### config.mk
export PLATFORM = sky130hd
export DESIGN_NAME = instr_fetch_unit_flat
export DESIGN_NICKNAME = d
export VERILOG_FILES = /design/src/rtl/instr_fetch_unit_if.sv /design/src/rtl/instr_fetch_unit.sv /design/src/flat_wrapper.sv
export SDC_FILE = /design/constraint.sdc
export NUM_CORES = 1
export LEC_CHECK = 0
export BUFFER_PORTS_ARGS = -buffer_cell sky130_fd_sc_hd__buf_2
export CORE_ASPECT_RATIO = 0.8
export CORE_MARGIN = 3
export CORE_UTILIZATION = 49
export DETAILED_ROUTE_END_ITERATION = 8
export HOLD_SLACK_MARGIN = 0.1
export PLACE_DENSITY = 0.86
export RECOVER_POWER = 50
export SETUP_SLACK_MARGIN = 0.3
export SLEW_MARGIN = 10
export SYNTH_ARGS = -nofsm -noshare
export SYNTH_HDL_FRONTEND = slang
export SYNTH_SLANG_ARGS = --single-unit
### constraint.sdc
create_clock -name clk -period 2.2 [get_ports clk]
set_input_delay 0.22 -clock clk [delete_from_list [all_inputs] [get_ports clk]]
set_output_delay 0.22 -clock clk [all_outputs]
set_load 0.1 [all_outputs]
### src/rtl/instr_fetch_unit_if.sv
// Fetch-side bus bundle: instruction memory req/gnt/rvalid channel plus the
// valid/ready channel toward decode and the next-PC selection it returns.
interface instr_fetch_unit_if;
  logic        imem_req;
  logic [31:0] imem_addr;
  logic        imem_gnt;
  logic        imem_rvalid;
  logic [31:0] imem_rdata;
  logic [31:0] instr;
  logic [31:0] instr_pc;
  logic        instr_valid;
  logic        instr_ready;
  logic        pc_src;
  logic [31:0] pc_target;
  logic        fetch_err;

  // Fetch unit side
  modport master (
    output imem_req, imem_addr, instr, instr_pc, instr_valid, fetch_err,
    input  imem_gnt, imem_rvalid, imem_rdata, instr_ready, pc_src, pc_target
  );

  // Memory / decode side
  modport slave (
    input  imem_req, imem_addr, instr, instr_pc, instr_valid, fetch_err,
    output imem_gnt, imem_rvalid, imem_rdata, instr_ready, pc_src, pc_target
  );
endinterface

### src/rtl/instr_fetch_unit.sv
// Instruction fetch unit: owns the PC, issues one outstanding fetch at a time
// and hands {instr, instr_pc} to decode. A misaligned next PC locks the unit
// in an error state until reset.
//
//  state  | meaning
//  BOOT   | one idle cycle after reset, then start first fetch
//  REQ    | imem_req high with imem_addr = pc, waiting for gnt
//  WAIT   | request accepted, waiting for rvalid
//  HOLD   | instr_valid high, waiting for decode to take it
//  ERR    | misaligned target seen, idle until reset
module instr_fetch_unit #(
  parameter logic [31:0] RESET_PC = 32'h0000_0000
) (
  input logic             clk,
  input logic             rst,
  instr_fetch_unit_if.master bus
);

  typedef enum logic [2:0] {
    S_BOOT,
    S_REQ,
    S_WAIT,
    S_HOLD,
    S_ERR
  } state_e;

  state_e      state_q;
  logic [31:0] pc_q;
  logic        imem_req_q;
  logic [31:0] instr_q;
  logic [31:0] instr_pc_q;
  logic        instr_valid_q;
  logic        fetch_err_q;
  logic [31:0] next_pc_d;

  // Candidate next PC, only meaningful on the decode handshake
  always_comb begin
    next_pc_d = bus.pc_src ? bus.pc_target : (instr_pc_q + 32'd4);
  end

  // Fetch sequencing; every output comes straight from a register here
  always_ff @(posedge clk) begin
    if (rst) begin
      state_q       <= S_BOOT;
      pc_q          <= RESET_PC;
      imem_req_q    <= 1'b0;
      instr_q       <= 32'h0;
      instr_pc_q    <= 32'h0;
      instr_valid_q <= 1'b0;
      fetch_err_q   <= 1'b0;
    end else begin
      case (state_q)
        S_BOOT: begin
          imem_req_q <= 1'b1;
          state_q    <= S_REQ;
        end
        S_REQ: begin
          // rvalid in this state is ignored, even alongside gnt
          if (bus.imem_gnt) begin
            imem_req_q <= 1'b0;
            state_q    <= S_WAIT;
          end
        end
        S_WAIT: begin
          if (bus.imem_rvalid) begin
            instr_q       <= bus.imem_rdata;
            instr_pc_q    <= pc_q;
            instr_valid_q <= 1'b1;
            state_q       <= S_HOLD;
          end
        end
        S_HOLD: begin
          if (bus.instr_ready) begin
            instr_valid_q <= 1'b0;
            if (next_pc_d[1:0] != 2'b00) begin
              fetch_err_q <= 1'b1;
              state_q     <= S_ERR;
            end else begin
              pc_q       <= next_pc_d;
              imem_req_q <= 1'b1;
              state_q    <= S_REQ;
            end
          end
        end
        S_ERR: begin
          imem_req_q    <= 1'b0;
          instr_valid_q <= 1'b0;
          fetch_err_q   <= 1'b1;
        end
        default: begin
          imem_req_q    <= 1'b0;
          instr_valid_q <= 1'b0;
          state_q       <= S_BOOT;
        end
      endcase
    end
  end

  assign bus.imem_req    = imem_req_q;
  assign bus.imem_addr   = pc_q;
  assign bus.instr       = instr_q;
  assign bus.instr_pc    = instr_pc_q;
  assign bus.instr_valid = instr_valid_q;
  assign bus.fetch_err   = fetch_err_q;

endmodule

### src/flat_wrapper.sv
// flat-port wrapper written by rule: the top's interface ports become plain ports
module instr_fetch_unit_flat 
#(
  parameter logic [31:0] RESET_PC = 32'h0000_0000
)
  (clk, rst, bus_imem_req, bus_imem_addr, bus_instr, bus_instr_pc, bus_instr_valid, bus_fetch_err, bus_imem_gnt, bus_imem_rvalid, bus_imem_rdata, bus_instr_ready, bus_pc_src, bus_pc_target);
  instr_fetch_unit_if bus_i ();
  input logic clk;
  input logic rst;
  output wire logic [$bits(bus_i.imem_req)-1:0] bus_imem_req;
  output wire logic [$bits(bus_i.imem_addr)-1:0] bus_imem_addr;
  output wire logic [$bits(bus_i.instr)-1:0] bus_instr;
  output wire logic [$bits(bus_i.instr_pc)-1:0] bus_instr_pc;
  output wire logic [$bits(bus_i.instr_valid)-1:0] bus_instr_valid;
  output wire logic [$bits(bus_i.fetch_err)-1:0] bus_fetch_err;
  input wire logic [$bits(bus_i.imem_gnt)-1:0] bus_imem_gnt;
  input wire logic [$bits(bus_i.imem_rvalid)-1:0] bus_imem_rvalid;
  input wire logic [$bits(bus_i.imem_rdata)-1:0] bus_imem_rdata;
  input wire logic [$bits(bus_i.instr_ready)-1:0] bus_instr_ready;
  input wire logic [$bits(bus_i.pc_src)-1:0] bus_pc_src;
  input wire logic [$bits(bus_i.pc_target)-1:0] bus_pc_target;
  assign bus_imem_req = bus_i.imem_req;
  assign bus_imem_addr = bus_i.imem_addr;
  assign bus_instr = bus_i.instr;
  assign bus_instr_pc = bus_i.instr_pc;
  assign bus_instr_valid = bus_i.instr_valid;
  assign bus_fetch_err = bus_i.fetch_err;
  assign bus_i.imem_gnt = bus_imem_gnt;
  assign bus_i.imem_rvalid = bus_imem_rvalid;
  assign bus_i.imem_rdata = bus_imem_rdata;
  assign bus_i.instr_ready = bus_instr_ready;
  assign bus_i.pc_src = bus_pc_src;
  assign bus_i.pc_target = bus_pc_target;
  instr_fetch_unit #(.RESET_PC(RESET_PC)) u_core (.clk(clk), .rst(rst), .bus(bus_i));
endmodule
==> impl_metrics.yaml, run 1 <==
timing:
  timing.hold.ws_ps: 112
  setup-tns-final_ps: 0
  maxSlewViolCount: 0
  fmax_mhz: 520
  skew_ps: 13.5
  fin_crit_ps: 1920
  hold_violations: 0
  setup_viol: 0
  rsz0062_at_grt: "true"
  worstMarginPinSlew_ps: 1220
  slew_headroom_pct: 18.8
  finalCritPeriodShare_pct: 87.4
clock_tree:
  holdBufCountCts: 0
  clockBufferDepth: 2
  clock_latency_ps: 340
  h-tree-depth: 3
  clock-sinks: 102
  clockRootBuffer: "clkbuf_16"
  cts_buffers: 9
  cts_tree: "done"
  cts.clk_slew.worst_paths_ps: 70
placement:
  dp_hpwl_um: 9290
  io_buffers: 168
  placed_cells: 824
  place_congestion: 0.834
finish:
  regArea_um2: 2130
  layout_commonest_cell: "nand2_1"
  final_cell_mix: "nand2_1, clkbuf_1, a21oi_1, dfxtp_1, buf_2"
  stdcell_count: 850
  fill_cells: 752
  finalCoreUtilization_pct: 67.1
  final_nets: 803
  area_delta_synth_final_pct: 29.8
  drive_above_1_share_pct: 20.6
  multiInputGateArea_um2: 2330
floorplanning:
  die_area_um2: 10400
  dieWidth_um: 113
  die_height_um: 91.7
  coreArea_um2: 8710
  initial_core_util_pct: 51.7
  ioPinCount: 169
  core.rowCount: 30
yosys:
  yosysWarnings: 0
  synth_cells: 576
  ys_ff_latch: 102
  ys.flop_type: "dfxtp_1"
  synth_edf_count: 0
  async_flop_share_pct: 0
  synth_area_um2: 4500
  synth_seq_area_share_pct: 45.3
  yosysUniqueCellTypes: 43
  postSynthAreaPerCell_um2: 7.82
  syn-num-nets: 647
grt:
  grt_overflow: 0
  grt_usage_pct: 25.8
  grt_max_degree: 56
  grt_pass1_vias: 4447
  grt_pass1_wl_um: 21900
  antenna_found_initial: 0
run_status:
  run_status: "completed"
critical_path:
  r2r_slack_ps: 280
  cp.arrival_ps: 1700
  slowest_stage: "clkbuf_1"
  required_ps: 1980
  slowest_delay_ps: 880
  start_kind: "flop"
  crit_chain: "buf_4, clkbuf_1"
  path_buf_inv: 2
  path_max_fanout: 3
  path_delay_family: "buffers and inverters"
  end_kind: "output port"
  path_class: "flop to output port"
route:
  avgViaCountPerCell: 5.64
  wl_per_cell_um: 16.6
  drc: 0
  ant_nets: 0
  drt_iter0_markers: 467
  first_pass_iters: 5
  route.vias.total: 4797
  postRouteWirelength_um: 14100
pwr:
  fin_total_pwr_mw: 3.82
  p_leak_nw: 2.14
  ir_worst_vdd_v: 0.000643
  power-per-cell-area_nw_per_um2: 654
flow_run:
  maxCapViolCount: 0
min_path:
  hp-class: "input port to flop"
-- worst min-delay path: cells and delay by family --
family / cells / cell delay (ps)
AND/OR/NAND/NOR: 1 / 40
AO/OA/AOI/OAI: 1 / 50
buffers and inverters: 1 / 90
-- logic make-up (layout without fill, tap and decap cells) --
| kind of cell | Yosys count | count (layout) | share of synthesized area (%) |
|---|---|---|---|
| multiplexers | 2 | 2 | 0.445 |
| AO/OA/AOI/OAI | 133 | 133 | 16.9 |
| flip-flops | 102 | 102 | 45.3 |
| buffers and inverters | 51 | 212 | 4.47 |
| AND/OR/NAND/NOR | 259 | 259 | 27.1 |
| XOR/XNOR | 28 | 28 | 5.45 |
| adder cells (fa/ha/maj) | 1 | 1 | 0.278 |
| other | 0 | 1 | 0 |
-- path summary, 6_finish.rpt --
check | start | endpoint | depth (start not counted)
max | u_core.bus.instr_pc[6] | bus_instr_pc[6] | 2
min | bus_imem_rdata[29] | u_core.bus.instr[29] | 3
max reg2reg | u_core.bus.instr_pc[8] | u_core.bus.imem_addr[22] | 5
min reg2reg | u_core.bus.fetch_err | u_core.bus.fetch_err | 2
-- final cells by class --
cell class / count / share of cell area [%]
tap: 112 / 2.40
timing repair buffer: 189 / 15.6
inverter: 7 / 0.450
clock inverter: 2 / 0.193
antenna: 1 / 0.0428
clock buffer: 14 / 4.88
multi-input combinational: 423 / 39.9
sequential: 102 / 36.5
-- routing by layer --
metal  global-route usage (%)  vias up  share of wire [%]
met5                        0        -                  0
met4                     8.21        0                1.8
met3                     6.99       29                 11
met2                     43.5      277                 48
met1                     32.0     2215                 39
li1                         -     2276                  -
-- sequential cells by signal, summed over array words and instances (netlist names) --
name / cells
u_core.bus.instr_valid: 1
u_core.bus.imem_addr: 32
u_core.bus.instr_pc: 32
u_core.state_q: 3
u_core.bus.instr: 32
u_core.bus.fetch_err: 1
u_core.bus.imem_req: 1
-- where the power goes --
group | total (mW) | internal [mW] | switching, mW
Clock | 1.58 | 0.899 | 0.677
Sequential | 1.86 | 1.84 | 0.0197
Combinational | 0.384 | 0.0981 | 0.286
Total | 3.82 | 2.84 | 0.982
-- metrics by stage --
step / area, µm² / setup slack (ps)
3_5_place_dp: 5560 / 216
6_report: 5840 / 276
3_3_place_gp: 5560 / 304
4_1_cts: 5900 / 329
5_1_grt: 5840 / 252
2_1_floorplan: 4640 / 222
-- synthesized netlist by cell type, types with 3 or more instances --
cell type  count  area share (%)
inv_1          7            0.58
nor3b_1        3            0.50
nand2_1      161              13
o211ai_1      11             1.8
clkbuf_1      37             3.1
buf_1          4            0.33
a21oi_1       93              10
xnor2_1       16             3.1
nand4_1        6            0.83
o21ai_0        7            0.78
nand3_1       13             1.4
nor3_1        10             1.1
nand3b_1       5            0.83
dfxtp_1      102              45
nand2b_1      13             1.8
xor2_1        12             2.3
nor2b_1        3            0.42
nor4_1         9             1.3
a211oi_2       4             1.1
nor2_1        13             1.1
o22ai_1        9             1.3
and3_1        12             1.7
-- timing repair --
action / in CTS / in global routing
setup endpoints to repair: 2 / 8
buffers inserted: 4 / 5
gates resized for setup: 2 / 5
pin swaps: 1 / 9
(Power assumes the default switching activity.)
==> run 2: changes to the inputs <==
--- a/config.mk
+++ b/config.mk
@@ -10,8 +10,9 @@
 export CORE_MARGIN = 3
 export CORE_UTILIZATION = 49
 export DETAILED_ROUTE_END_ITERATION = 8
+export GPL_TIMING_DRIVEN = 0
 export HOLD_SLACK_MARGIN = 0.1
-export PLACE_DENSITY = 0.86
+export PLACE_DENSITY = 0.91
 export RECOVER_POWER = 50
 export SETUP_SLACK_MARGIN = 0.3
 export SLEW_MARGIN = 10
==> run 2 against run 1 <==
Non-clock buffer count increased by 31. Via count increased by 4.5%. Routed wire length increased by 6.8%. First-iteration DRC count increased by 9.4%. Sequential cell count unchanged.
==> impl_metrics.yaml, run 2 (synthesis results as in run 1) <==
run_status:
  run_status: "completed"
critical_path:
  r2r_slack_ps: 250
  cp-endpoint: "u_core.bus.imem_addr[26]"
  worst-path-stages: 6
  r2r-end: "u_core.bus.imem_addr[26]"
  crit_chain: "nand4_1, or4_4, clkbuf_16, nor3_2, xnor2_1, o22ai_1"
  crit_path_start: "u_core.bus.instr_pc[7]"
  cp.arrival_ps: 2160
  r2r-start: "u_core.bus.instr_pc[7]"
  path_buf_inv: 1
  slowest_delay_ps: 640
  ff2ff_path_depth: 6
  path_max_fanout: 5
  end_kind: "flop"
  path_class: "flop to flop"
  start_kind: "flop"
  slowest_stage: "or4_4"
  path_delay_family: "simple AND/OR/NAND/NOR gates"
  required_ps: 2410
min_path:
  hp-class: "input port to flop"
finish:
  regArea_um2: 2130
  final_nets: 834
  layout_commonest_cell: "nand2_1"
  finalCoreUtilization_pct: 68.3
  stdcell_count: 880
  drive_above_1_share_pct: 20.8
  fill_cells: 755
  multiInputGateArea_um2: 2320
  final_cell_mix: "nand2_1, clkbuf_1, a21oi_1, buf_2, dfxtp_1"
  area_delta_synth_final_pct: 32.1
  antenna_cells: 0
route:
  first_pass_iters: 5
  drc: 0
  ant_nets: 0
  drt_iter0_markers: 511
  route.vias.total: 5015
  postRouteWirelength_um: 15100
  wl_per_cell_um: 17.1
  avgViaCountPerCell: 5.70
timing:
  timing.hold.ws_ps: 110
  maxSlewViolCount: 0
  fin_crit_ps: 1950
  fmax_mhz: 514
  setup_viol: 0
  worstMarginPinSlew_ps: 1230
  skew_ps: 9.61
  slew_headroom_pct: 18.1
  hold_violations: 0
  finalCritPeriodShare_pct: 88.5
  rsz0062_at_grt: "true"
clock_tree:
  clockBufferDepth: 2
  clock_latency_ps: 350
  cts.clk_slew.worst_paths_ps: 70
  h-tree-depth: 3
  holdBufCountCts: 0
  clockRootBuffer: "clkbuf_16"
  clock-sinks: 102
  cts_tree: "done"
  cts_buffers: 9
floorplanning:
  die_height_um: 91.7
  dieWidth_um: 113
  ioPinCount: 169
  core.rowCount: 30
  coreArea_um2: 8710
  die_area_um2: 10400
  initial_core_util_pct: 51.7
placement:
  io_buffers: 167
  dp_hpwl_um: 10700
  placed_cells: 855
  place_congestion: 0.879
flow_run:
  maxCapViolCount: 0
grt:
  antenna_found_initial: 0
  grt_pass1_wl_um: 23300
  grt_usage_pct: 27.8
  grt_pass1_vias: 4758
  grt_max_degree: 17
  grt_overflow: 0
pwr:
  ir_worst_vdd_v: 0.000496
  p_leak_nw: 2.17
  power-per-cell-area_nw_per_um2: 663
## run 2: final cells by class
type / count / share of cell area, %
inverters: 7 / 0.442
repair buffers: 176 / 13.4
multi-input cells: 423 / 39.1
well taps: 112 / 2.35
clock inverters: 7 / 1.49
flip-flops and latches: 102 / 35.8
plain buffers: 44 / 3.60
clock buffers: 9 / 3.78
## run 2: power breakdown
part | internal (mW) | switching [mW] | leakage [nW]
clock | 0.989 | 0.693 | 0.149
sequential | 1.84 | 0.0165 | 0.844
combinational | 0.100 | 0.304 | 1.18
## run 2: through the flow
step	power, mW	TNS [ps]	setup WS [ps]	area, µm²
2_1_floorplan	2.17	0	222	4640
3_3_place_gp	2.29	-3700	-202	5620
3_5_place_dp	2.30	-5160	-291	5620
4_1_cts	3.96	0	244	5970
5_1_grt	4.08	0	192	5950
6_report	3.94	0	253	5950
## run 2: worst reg2reg max path, cell delays in order (launching register included)
cell and delay, ps:
dfxtp_4 390, nand4_1 160, or4_4 640, clkbuf_16 190
nor3_2 180, xnor2_1 160, o22ai_1 100
## run 2: how the worst min path moves through the flow
stage	from	to	slack, ps	depth (start not counted)
2_1_floorplan	bus_imem_rdata[0]	u_core.bus.instr[0]	360	2
3_3_place_gp	u_core.bus.fetch_err	u_core.bus.fetch_err	430	2
3_5_place_dp	u_core.bus.fetch_err	u_core.bus.fetch_err	440	2
4_1_cts	bus_imem_rdata[9]	u_core.bus.instr[9]	100	3
5_1_grt	bus_imem_rdata[10]	u_core.bus.instr[10]	110	3
6_report	bus_imem_rdata[9]	u_core.bus.instr[9]	110	3
## run 2: metal layers
layer / vias to the layer above / part of all wire [%] / GRT usage, %
met5: - / 0 / 0
met4: 0 / 2.0 / 8.61
met3: 38 / 10 / 7.72
met2: 294 / 48 / 46.2
met1: 2349 / 40 / 35.1
li1: 2334 / - / -
## run 2: timing repair
| item | in CTS | in global routing |
|---|---|---|
| cloned | 0 | 1 |
| resized for setup | 13 | 24 |
| buffers inserted | 2 | 6 |
| pin swaps | 1 | 5 |
| endpoints found under the setup margin | 86 | 76 |
==> run 3: changes to the inputs <==
--- a/config.mk
+++ b/config.mk
@@ -12,10 +12,9 @@
 export DETAILED_ROUTE_END_ITERATION = 8
 export GPL_TIMING_DRIVEN = 0
 export HOLD_SLACK_MARGIN = 0.1
-export PLACE_DENSITY = 0.91
+export PLACE_DENSITY = 0.77
 export RECOVER_POWER = 50
 export SETUP_SLACK_MARGIN = 0.3
-export SLEW_MARGIN = 10
 export SYNTH_ARGS = -nofsm -noshare
 export SYNTH_HDL_FRONTEND = slang
 export SYNTH_SLANG_ARGS = --single-unit
==> run 3 against run 2 <==
Sequential cell count is the same. Cell count is the same. Cell area grew 0.19%. Die area is the same. Routed wire length shrank 3.5%. Non-clock buffer count is the same. Sequential share of layout area is essentially flat. Global-route usage shrank 0.31 points. Clock power shrank 8%. Critical path type unchanged. Critical endpoint is now u_core.bus.imem_addr[29].
==> impl_metrics.yaml, run 3 (synthesis results as in run 1) <==
pwr:
  p_sw_share_pct: 26.2
  seqPwrFrac_pct: 48.9
  fin_total_pwr_mw: 3.80
  p_leak_nw: 2.20
  ir_worst_vdd_v: 0.000599
  internal_power_mw: 2.81
  power-per-cell-area_nw_per_um2: 638
  p_sw_mw: 0.995
  p_clk_share_pct: 40.5
  combPwrFrac_pct: 10.5
critical_path:
  start_kind: "flop"
  cp.arrival_ps: 2230
  path_max_fanout: 10
  crit_chain: "nor3_1, or2_2, nand2_1, clkbuf_2, buf_2, a21oi_1, o22ai_1"
  path_class: "flop to flop"
  slowest_delay_ps: 450
  required_ps: 2410
  end_kind: "flop"
  slowest_stage: "nor3_1"
floorplanning:
  dieWidth_um: 113
  die_height_um: 91.7
  core.rowCount: 30
  ioPinCount: 169
  initial_core_util_pct: 51.7
  coreArea_um2: 8710
  die_area_um2: 10400
min_path:
  hp-class: "input port to flop"
finish:
  area_delta_synth_final_pct: 32.4
  drive_above_1_share_pct: 21.4
  final_cell_mix: "nand2_1, clkbuf_1, a21oi_1, buf_2, dfxtp_1"
  final_nets: 834
  layout_commonest_cell: "nand2_1"
  antenna_cells: 0
  finalCoreUtilization_pct: 68.5
clock_tree:
  clockBufferDepth: 2
  clock-sinks: 102
  cts_buffers: 9
  holdBufCountCts: 0
  cts.clk_slew.worst_paths_ps: 70
  clockRootBuffer: "clkbuf_16"
  clock_latency_ps: 340
  cts_tree: "done"
  h-tree-depth: 3
route:
  drt_iter0_markers: 361
  avgViaCountPerCell: 5.55
  drc: 0
  route.vias.total: 4880
  first_pass_iters: 5
  wl_per_cell_um: 16.5
  postRouteWirelength_um: 14500
  ant_nets: 0
timing:
  maxSlewViolCount: 0
  worstMarginPinSlew_ps: 1210
  skew_ps: 3.87
  rsz0062_at_grt: "true"
  setup_viol: 0
  slew_headroom_pct: 19.8
  setup-tns-final_ps: 0
  fin_crit_ps: 2020
  hold_violations: 0
  finalCritPeriodShare_pct: 91.7
  fmax_mhz: 496
  fin_ws_ps: 182
placement:
  dp_hpwl_um: 10400
  io_buffers: 167
  place_congestion: 0.901
  dp_slack_ps: -327
grt:
  grt_pass1_wl_um: 23100
  grt_usage_pct: 27.5
  grt_overflow: 0
  antenna_found_initial: 0
  grt_pass1_vias: 4634
  grt_max_degree: 16
flow_run:
  maxCapViolCount: 0
run_status:
  run_status: "completed"
[run 3: cell count changes in the layout (fill, tap and decap cells not counted), moves of 2 or more]
cell / before / now
nor2_4: 0 / 2
clkbuf_1: 119 / 121
bufinv_16: 2 / 0
nor2_1: 13 / 11
clkinv_2: 2 / 0
inv_4: 0 / 2
clkinvlp_4: 2 / 0
clkbuf_8: 0 / 3
buf_4: 8 / 11
clkbuf_4: 3 / 0
[run 3: worst paths after layout]
path	start	cells after the start	endpoint	slack [ps]
setup / recovery	u_core.bus.instr_pc[0]	7	u_core.bus.imem_addr[29]	180
hold / removal	bus_imem_rdata[16]	3	u_core.bus.instr[16]	110
setup reg to reg	u_core.bus.instr_pc[0]	7	u_core.bus.imem_addr[29]	180
hold reg to reg	u_core.bus.instr[0]	2	u_core.bus.instr[0]	450
[run 3: worst max-delay path, delay by kind of cell, from the launching register on]
family	cells	cell delay [ps]
simple gates	3	760
compound gates	2	300
buf+inv	2	490
flops	1	340
[run 3: power by group through the flow]
stage	clock network, mW	registers, mW	logic [mW]
global route	1.64	1.86	0.428
global placement	0	1.90	0.394
CTS	1.56	1.86	0.402
floorplan	0	2.04	0.124
detailed placement	0	1.90	0.400
finish	1.54	1.86	0.401
[run 3: stage by stage]
step | instances | area [µm²] | hold WS (ps)
2_1_floorplan | 576 | 4640 | 356
3_3_place_gp | 855 | 5620 | 439
5_1_grt | 880 | 5960 | 105
3_5_place_dp | 855 | 5620 | 445
4_1_cts | 873 | 5940 | 104
6_report | 880 | 5960 | 107
[run 3: timing repair]
action	in CTS	in global routing
endpoints found under the setup margin	87	90
setup buffers	2	6
endpoints found under the hold margin	0	0
pin swaps	2	11
gates cloned	0	1
gates resized for setup	15	33
[run 3: metal layers]
| metal | GRT usage, % | vias to the layer above | wire length [µm] | part of all wire [%] |
|---|---|---|---|---|
| li1 | - | 2331 | - | - |
| met1 | 36.4 | 2267 | 5990 | 41 |
| met2 | 43.0 | 252 | 6600 | 45 |
| met3 | 8.11 | 30 | 1610 | 11 |
| met4 | 8.91 | 0 | 320 | 2.2 |
| met5 | 0 | - | 0 | 0 |
[run 3: cell type report]
cell class / instances / area [µm²]
plain buffers: 44 / 214
flip-flops and latches: 102 / 2130
inverters: 7 / 26.3
well taps: 112 / 140
clock buffers: 14 / 274
clock inverters: 2 / 12.5
fillers: 782 / 2750
multi-input cells: 423 / 2360
repair buffers: 176 / 800
